==> config.mk <==
export PLATFORM = sky130hd
export DESIGN_NAME = host_port_arbiter
export DESIGN_NICKNAME = d
export VERILOG_FILES = /design/src/rtl/host_port_arbiter.sv
export SDC_FILE = /design/constraint.sdc
export NUM_CORES = 1
export LEC_CHECK = 0
export ABC_AREA = 1
export BUFFER_PORTS_ARGS = -buffer_cell sky130_fd_sc_hd__buf_2
export CORE_AREA = 2 2 113 115
export DETAILED_ROUTE_END_ITERATION = 12
export DIE_AREA = 0 0 115 117
export GPL_ROUTABILITY_DRIVEN = 0
export GPL_TIMING_DRIVEN = 1
export SETUP_SLACK_MARGIN = 0.05
export SLEW_MARGIN = 10
export SYNTH_ARGS = -nofsm -noshare
export SYNTH_HDL_FRONTEND = slang
export SYNTH_SLANG_ARGS = --single-unit
==> constraint.sdc <==
create_clock -name clk_i -period 5.55 [get_ports clk_i]
set_clock_uncertainty 0.2 [all_clocks]
set_input_delay 0.555 -clock clk_i [delete_from_list [all_inputs] [get_ports clk_i]]
set_output_delay 0.555 -clock clk_i [all_outputs]
set_load 0.01 [all_outputs]
==> src/rtl/host_port_arbiter.sv <==
// host_port_arbiter: round-robin sharing of one LSU-style host port with in-order response routing
// Ports: clk_i/rst_ni clock and sync active-low reset; req_i/gnt_o/addr_i/we_i/wdata_i/be_i requester
// command side; rvalid_o/rdata_o/err_o/intg_err_o requester response side; req_o/gnt_i/addr_o/we_o/
// wdata_o/be_o downstream command; valid_i/rdata_i/err_i/intg_err_i downstream response;
// outstanding_o ID FIFO occupancy; spurious_o sticky unexpected-response flag.
module host_port_arbiter #(
   parameter int NumReq         = 2,
   parameter int MaxOutstanding = 2
) (
   input  logic                                clk_i,
   input  logic                                rst_ni,
   input  logic [NumReq-1:0]                   req_i,
   output logic [NumReq-1:0]                   gnt_o,
   input  logic [NumReq*32-1:0]                addr_i,
   input  logic [NumReq-1:0]                   we_i,
   input  logic [NumReq*32-1:0]                wdata_i,
   input  logic [NumReq*4-1:0]                 be_i,
   output logic [NumReq-1:0]                   rvalid_o,
   output logic [31:0]                         rdata_o,
   output logic                                err_o,
   output logic                                intg_err_o,
   output logic                                req_o,
   input  logic                                gnt_i,
   output logic [31:0]                         addr_o,
   output logic                                we_o,
   output logic [31:0]                         wdata_o,
   output logic [3:0]                          be_o,
   input  logic                                valid_i,
   input  logic [31:0]                         rdata_i,
   input  logic                                err_i,
   input  logic                                intg_err_i,
   output logic [$clog2(MaxOutstanding+1)-1:0] outstanding_o,
   output logic                                spurious_o
);
   localparam int IW = (NumReq > 1) ? $clog2(NumReq) : 1;
   localparam int PW = (MaxOutstanding > 1) ? $clog2(MaxOutstanding) : 1;
   localparam int CW = $clog2(MaxOutstanding + 1);
   typedef enum logic {UNLOCKED, LOCKED} state_e;
   state_e state_q, state_d;
   logic [IW-1:0] owner_q, owner_d, rr_q, arb, sel, sel_nxt;
   logic [IW-1:0] id_q [MaxOutstanding];
   logic [PW-1:0] wr_q, rd_q;
   logic [CW-1:0] count_q;
   logic [IW:0]   cand;
   logic          spurious_q, found, room, hs, pop;
   // first requester at or after rr_q, wrapping around
   always_comb begin
      arb = '0;
      found = 1'b0;
      cand = '0;
      for (int i = 0; i < NumReq; i++) begin
         cand = {1'b0, rr_q} + (IW+1)'(i);
         cand = (cand >= (IW+1)'(NumReq)) ? cand - (IW+1)'(NumReq) : cand;
         if (!found && req_i[cand[IW-1:0]]) begin
            arb = cand[IW-1:0];
            found = 1'b1;
         end
      end
   end
   assign sel        = (state_q == LOCKED) ? owner_q : arb;
   assign sel_nxt    = (sel == IW'(NumReq - 1)) ? '0 : sel + 1'b1;
   assign room       = count_q < CW'(MaxOutstanding);
   assign req_o      = rst_ni && req_i[sel] && room;
   assign hs         = req_o && gnt_i;
   assign pop        = rst_ni && valid_i && (count_q != '0);
   assign addr_o     = req_o ? addr_i[{sel, 5'b0} +: 32] : '0;
   assign wdata_o    = req_o ? wdata_i[{sel, 5'b0} +: 32] : '0;
   assign be_o       = req_o ? be_i[{sel, 2'b0} +: 4] : '0;
   assign we_o       = req_o && we_i[sel];
   assign gnt_o      = hs ? NumReq'(1) << sel : '0;
   assign rvalid_o   = pop ? NumReq'(1) << id_q[rd_q] : '0;
   assign rdata_o    = pop ? rdata_i : '0;
   assign err_o      = pop && err_i;
   assign intg_err_o = pop && intg_err_i;
   assign outstanding_o = rst_ni ? count_q : '0;
   assign spurious_o = rst_ni && spurious_q;
   // an unanswered request pins the owner until the downstream grant arrives
   always_comb begin
      state_d = hs ? UNLOCKED : req_o ? LOCKED : state_q;
      owner_d = (req_o && !hs) ? sel : owner_q;
   end
   always_ff @(posedge clk_i) begin
      if (!rst_ni) begin
         state_q    <= UNLOCKED;
         owner_q    <= '0;
         rr_q       <= '0;
         wr_q       <= '0;
         rd_q       <= '0;
         count_q    <= '0;
         spurious_q <= 1'b0;
      end else begin
         state_q <= state_d;
         owner_q <= owner_d;
         if (hs) rr_q <= sel_nxt;
         if (hs) wr_q <= (wr_q == PW'(MaxOutstanding - 1)) ? '0 : wr_q + 1'b1;
         if (pop) rd_q <= (rd_q == PW'(MaxOutstanding - 1)) ? '0 : rd_q + 1'b1;
         count_q <= count_q + CW'(hs) - CW'(pop);
         if (valid_i && count_q == '0) spurious_q <= 1'b1;
      end
   end
   always_ff @(posedge clk_i) begin
      if (hs) id_q[wr_q] <= sel;
   end
   assert property (@(posedge clk_i) disable iff (!rst_ni) (state_q == LOCKED) |-> req_i[owner_q]);
endmodule

Word level (Yosys, flattened, before mapping)
Memories as Yosys holds them, arrays and structs flattened. A register that Yosys moved wholly into a read port is not among the register bits.
Index checks and enable logic that the tools add are counted.

cells by class
  multiplexer cells = 28
  order comparisons = 6
  $add $sub $neg = 8
  reduce and logical (&&, ||, !) cells = 17
  shift operators = 5
  bitwise gates (word level) = 1

operator list
  operator                                             number
  variable part select 64 x 7 -> 32 bit                2
  two-way mux 32 bit                                   3
  two-way mux 1 bit                                    21
  logical AND 1 bit                                    12
  variable part select 8 x 4 -> 4 bit                  1
  < comparator 1 x 2 -> 1 bit, second input constant   3
  two-way mux 2 bit                                    3
  two-way mux 4 bit                                    1
  << shifter 1 x 1 -> 2 bit, first input constant      2
  adder 1 bit, second input constant                   3
  adder 1 x 1 -> 2 bit, second input constant          1
  adder 2 x 1 -> 2 bit                                 1
  >= comparator 1 x 2 -> 1 bit, second input constant  1
  >= comparator 2 bit, second input constant           1
  zero test 1 bit                                      2
  zero test 2 bit                                      1
  < comparator 2 bit, second input constant            1
  nonzero test 2 bit                                   1
  OR reduction 2 bit                                   1
  subtractor 1 bit, second input constant              2
  subtractor 2 x 1 -> 2 bit                            1
  inverter 1 bit                                       1

word-level totals
  output and inout port bits = 111
  flip-flop bits (word level) = 8
  memory bits (writable) = 2
  input port bits = 178
  memories = 1

memories
  memory  depth  width  rd ports  clocked after Yosys merged registers in  wr ports  line  text
  id_q    2      1      1         1                                        1         41    logic [IW-1:0] id_q [MaxOutstanding];

Depth between registers and ports, before layout
  depth after elaboration = 16
  mapped depth = 11
  mapped depth without buffers = 11

Least setup slack after synthesis
OpenSTA, ideal clock, no wires.

  kind = input to register
  start = input port req_i[1]
  end = register count_q[1]
  data required time = 5.229 ns
  library setup time = 0.121 ns
  data arrival time = 1.872 ns
  path buffers = 0
  setup slack = 3.358 ns
  stages on the path = 11
  cell sequence = inv_1 -> nor2_1 -> nand2_1 -> nand3_2 -> nand3_1 -> ha_1 -> inv_1 -> ha_1 -> xnor2_1 -> o21ai_0 -> a21oi_1

between the ends
  cells in the longest elaborated chain, start to end = 14

ends and longest elaborated chain
  what                                                       line  text
  from (decl)                                                12    input logic [NumReq-1:0] req_i,
  two-way mux 1 bit (implied by the code) (2 in series)      54    if (!found && req_i[cand[IW-1:0]]) begin
  two-way mux 1 bit                                          54
  zero test 1 bit                                            54
  logical AND 1 bit                                          54
  two-way mux 1 bit                                          54
  two-way mux 1 bit                                          60    assign sel = (state_q == LOCKED) ? owner_q : arb;
  two-way mux 1 bit (implied by the code) (*) (2 in series)  63    assign req_o = rst_ni && req_i[sel] && room;
  logical AND 1 bit (*) (2 in series)                        63
  logical AND 1 bit (*)                                      64    assign hs = req_o && gnt_i;
  adder 2 x 1 -> 2 bit (*)                                   97    count_q <= count_q + CW'(hs) - CW'(pop);
  subtractor 2 x 1 -> 2 bit (*)                              97
  to (signal assigned)                                       97
  to (decl)                                                  43    logic [CW-1:0] count_q;

Every way passes the cells marked *; elsewhere a longest branch is shown, timed or not. The select of a mux whose other input is x is not followed.
A chain may end at the register's enable or synchronous reset.

Final worst setup path
  start = input port req_i[1]
  end = output port addr_o[1]

between the ends
  cells in the longest elaborated chain, start to end = 12

ends and longest elaborated chain
  what                                                                                            line  text
  parallel branches: the longest is 11 deep, another holds variable part select 64 x 7 -> 32 bit  n/a
  two-way mux 32 bit (*)                                                                          66    assign addr_o = req_o ? addr_i[{sel, 5'b0} +: 32] : '0;
  to (decl)                                                                                       24    output logic [31:0] addr_o,

Mark *: on every way between the ends. The select of a mux whose other input is x is not followed.

==> impl_metrics.csv <==
group,metric,value,unit
cells_and_area,antenna_cells,0,
global_routing,track_usage,0.108,
cells_and_area,finalNetCount,835,
timing,fin_crit,3.22,ns
floorplan,rows,41,
drt,drtPass1Iterations,6,
yosys,ys.flop_type,"dfxtp_1",
status,outcome,"finished clean",
power_and_ir_drop,seq_power_share,0.183,
yosys,yosys.area.top_type_share,0.318,
yosys,syn_area,0.00182,mm^2
yosys,netlist_instances,384,
timing,rsz0062_at_grt,"false",
power_and_ir_drop,ir_drop,0.0702,mV
yosys,syn_nets,564,
cts,cts_root_buf,"clkbuf_16",
global_routing,grt_pass1_wl,11800,um
timing,hold_slack,0.245,ns
timing,tns,0,ns
yosys,synth_top_cells_by_count,"nand2_1, a21oi_1, inv_1",
power_and_ir_drop,internal_power,0.000307,W
power_and_ir_drop,total_power,0.000515,W
cts,clkSinkCount,11,
yosys,yosysMostFrequentCell,"nand2_1",
yosys,yosys_warnings,0,
yosys,synth_edf_count,2,
global_routing,grt_antenna_before_repair,0,
power_and_ir_drop,leakage,2.35,nW
floorplan,io_pins,289,
drt,wl_per_cell,10.6,um
cts,cts_inserted_buffers,3,
cts,cts.repair_timing.setup_buffer_count,0,
timing,setup-violations-final,0,
power_and_ir_drop,p_clk_frac,0.252,
power_and_ir_drop,p_sw_frac,0.403,
timing,relSlewSlack,0.485,
drt,drtAntennaViolNets,0,
min_path,hold_class,"register to register",
cts,clk_pin_slew_worst_paths,0.04,ns
cells_and_area,areaGrowthSynthToFinish,88.9,%
timing,max_slew.worst_pin.slew,0.771,ns
drt,drcViolationCount,0,
yosys,synthArstFlopShare,0,
cells_and_area,fin_util,0.279,
yosys,synth_area_leader_cell,"nand2_1",
yosys,ys_ff_latch,11,
setup_path,crit_required,4.80,ns
cts,clock_path_buffers,2,
drt,drt_iter0_drc,109,
floorplan,core,0.0123,mm^2
setup_path,worst-setup-path-type,"input pin to output port",
setup_path,cp_max_fo,37,
floorplan,fp.dieW,115,um
timing,fmax,310,MHz
floorplan,dieArea,0.0135,mm^2
setup_path,worstPathArrival,2.47,ns
cts,cts_resized,0,
floorplan,die_y,117,um
cts,htree_levels,1,
cts,postCtsHoldBufs,0,
run,cap_viol_max_count,0,
timing,finalMaxSlewViolations,0,
global_routing,grt_overflow,0,
global_routing,first_global_vias,2575,
global_routing,grt_max_degree,43,
setup_path,cp-start-kind,"input pin",
placement,dp_hpwl,6970,um
timing,hold_viol,0,
drt,drt_wl_total,8550,um
drt,viasPerCell,3.98,
power_and_ir_drop,pwr-share-comb,0.565,
yosys,yosysUniqueCellTypes,19,
power_and_ir_drop,switchingPower,0.000208,W
timing,final.period_utilization,0.581,
drt,routed-via-count,3196,
yosys,synth.avg_cell_area,4.74,um^2
yosys,yosys-top-cells-area,"nand2_1, a21oi_1, inv_1, dfxtp_1, nor2_1",
power_and_ir_drop,power_density,150,mW/mm^2
cts,clock_latency,0.24,ns
yosys,ys_seq_area_frac,0.132,
cells_and_area,drive_above_1_share,0.462,
setup_path,worstSetupEndpointType,"output port",
cts,cts_tree,"yes",
floorplan,start_util,0.148,
placement,io_buffers,288,
-- metal layers --
metal / track usage / share of wire / vias to the layer above / wire length, um
met1: 0.125 / 0.40 / 1326 / 3400
met4: 0.0273 / 0.011 / 0 / 93
met5: 0 / 0 / - / 0
li1: - / - / 1703 / -
met2: 0.211 / 0.51 / 161 / 4380
met3: 0.0134 / 0.079 / 6 / 676
-- power groups by stage --
stage               sequential [W]  combinational [W]  clock, W
floorplan                0.0000942           0.000160         0
global placement         0.0000953           0.000295         0
detailed placement       0.0000955           0.000295         0
CTS                      0.0000942           0.000296  0.000131
global route             0.0000948           0.000333  0.000138
finish                   0.0000941           0.000291  0.000130
-- stage by stage --
step                      worst slack (ns)  std cells  cell area, um^2
after global placement                2.34        800             3360
final                                 2.33        804             3440
after floorplan                       3.36        384             1820
after CTS                             2.29        804             3440
after detailed placement              2.30        800             3360
after global routing                  2.07        804             3440
-- final timing paths --
| check | from | endpoint | cells after the start | slack, ns |
|---|---|---|---|---|
| worst max-delay path | req_i[1] | addr_o[1] | 9 | 2.33 |
| worst min-delay path | spurious_q$_SDFFE_PN0P_ | spurious_q$_SDFFE_PN0P_ | 2 | 0.24 |
| worst max register to register | state_q$_SDFFE_PP0P_ | count_q[1]$_SDFF_PN0_ | 10 | 3.33 |
| worst min register to register | spurious_q$_SDFFE_PN0P_ | spurious_q$_SDFFE_PN0P_ | 2 | 0.24 |
-- cells in the final DEF (no fill, tap or decap) --
cell       synthesis  routed
nand4_1            3       3
buf_4              0       3
buf_2             21     288
o31ai_1            1       1
ha_1               2       2
nand2_1          154     154
dfxtp_1            9       9
nand3_1            3       3
nor2_2             1       1
nor2_1            46      46
inv_1             55      55
a21oi_1           72      72
nand2_2            3       3
o21ai_0            3       3
nand3_2            1       1
edfxtp_1           2       2
clkbuf_1           4       1
xnor2_1            1       1
clkbuf_16          0       3
a21oi_4            0       1
inv_2              2       2
-- layout make-up --
class	count	area, um^2
clock buffers	4	78.8
fillers	1456	8870
inverters	57	214
multi-input cells	291	1250
flip-flops and latches	11	240
well taps	150	188
repair buffers	291	1460
-- state kept, by name, indices dropped and copies added (netlist names), named ones only --
name,cells
owner_q,1
spurious_q,1
count_q,2
rr_q,1
rd_q,1
wr_q,1
state_q,1
id_q,2
-- cells by family (layout without fill, tap and decap cells) --
group / Yosys count / after routing / synth area share
and+or+nand+nor: 211 / 211 / 0.450
buffers and inverters: 82 / 352 / 0.184
DFF: 11 / 11 / 0.132
AOI/OAI and AO/OA: 77 / 77 / 0.215
xor gates and xnor gates: 1 / 1 / 0.00482
adders and majority gates: 2 / 2 / 0.0138
-- worst max-delay path, cell delays in order --
cell	delay, ns
buf_2	0.09
inv_1	0.04
nor2_1	0.19
nand2_1	0.14
nand2_2	0.53
buf_4	0.46
nand2_1	0.12
a21oi_1	0.15
buf_2	0.16
Note: power is estimated with default switching activity, not from simulation.
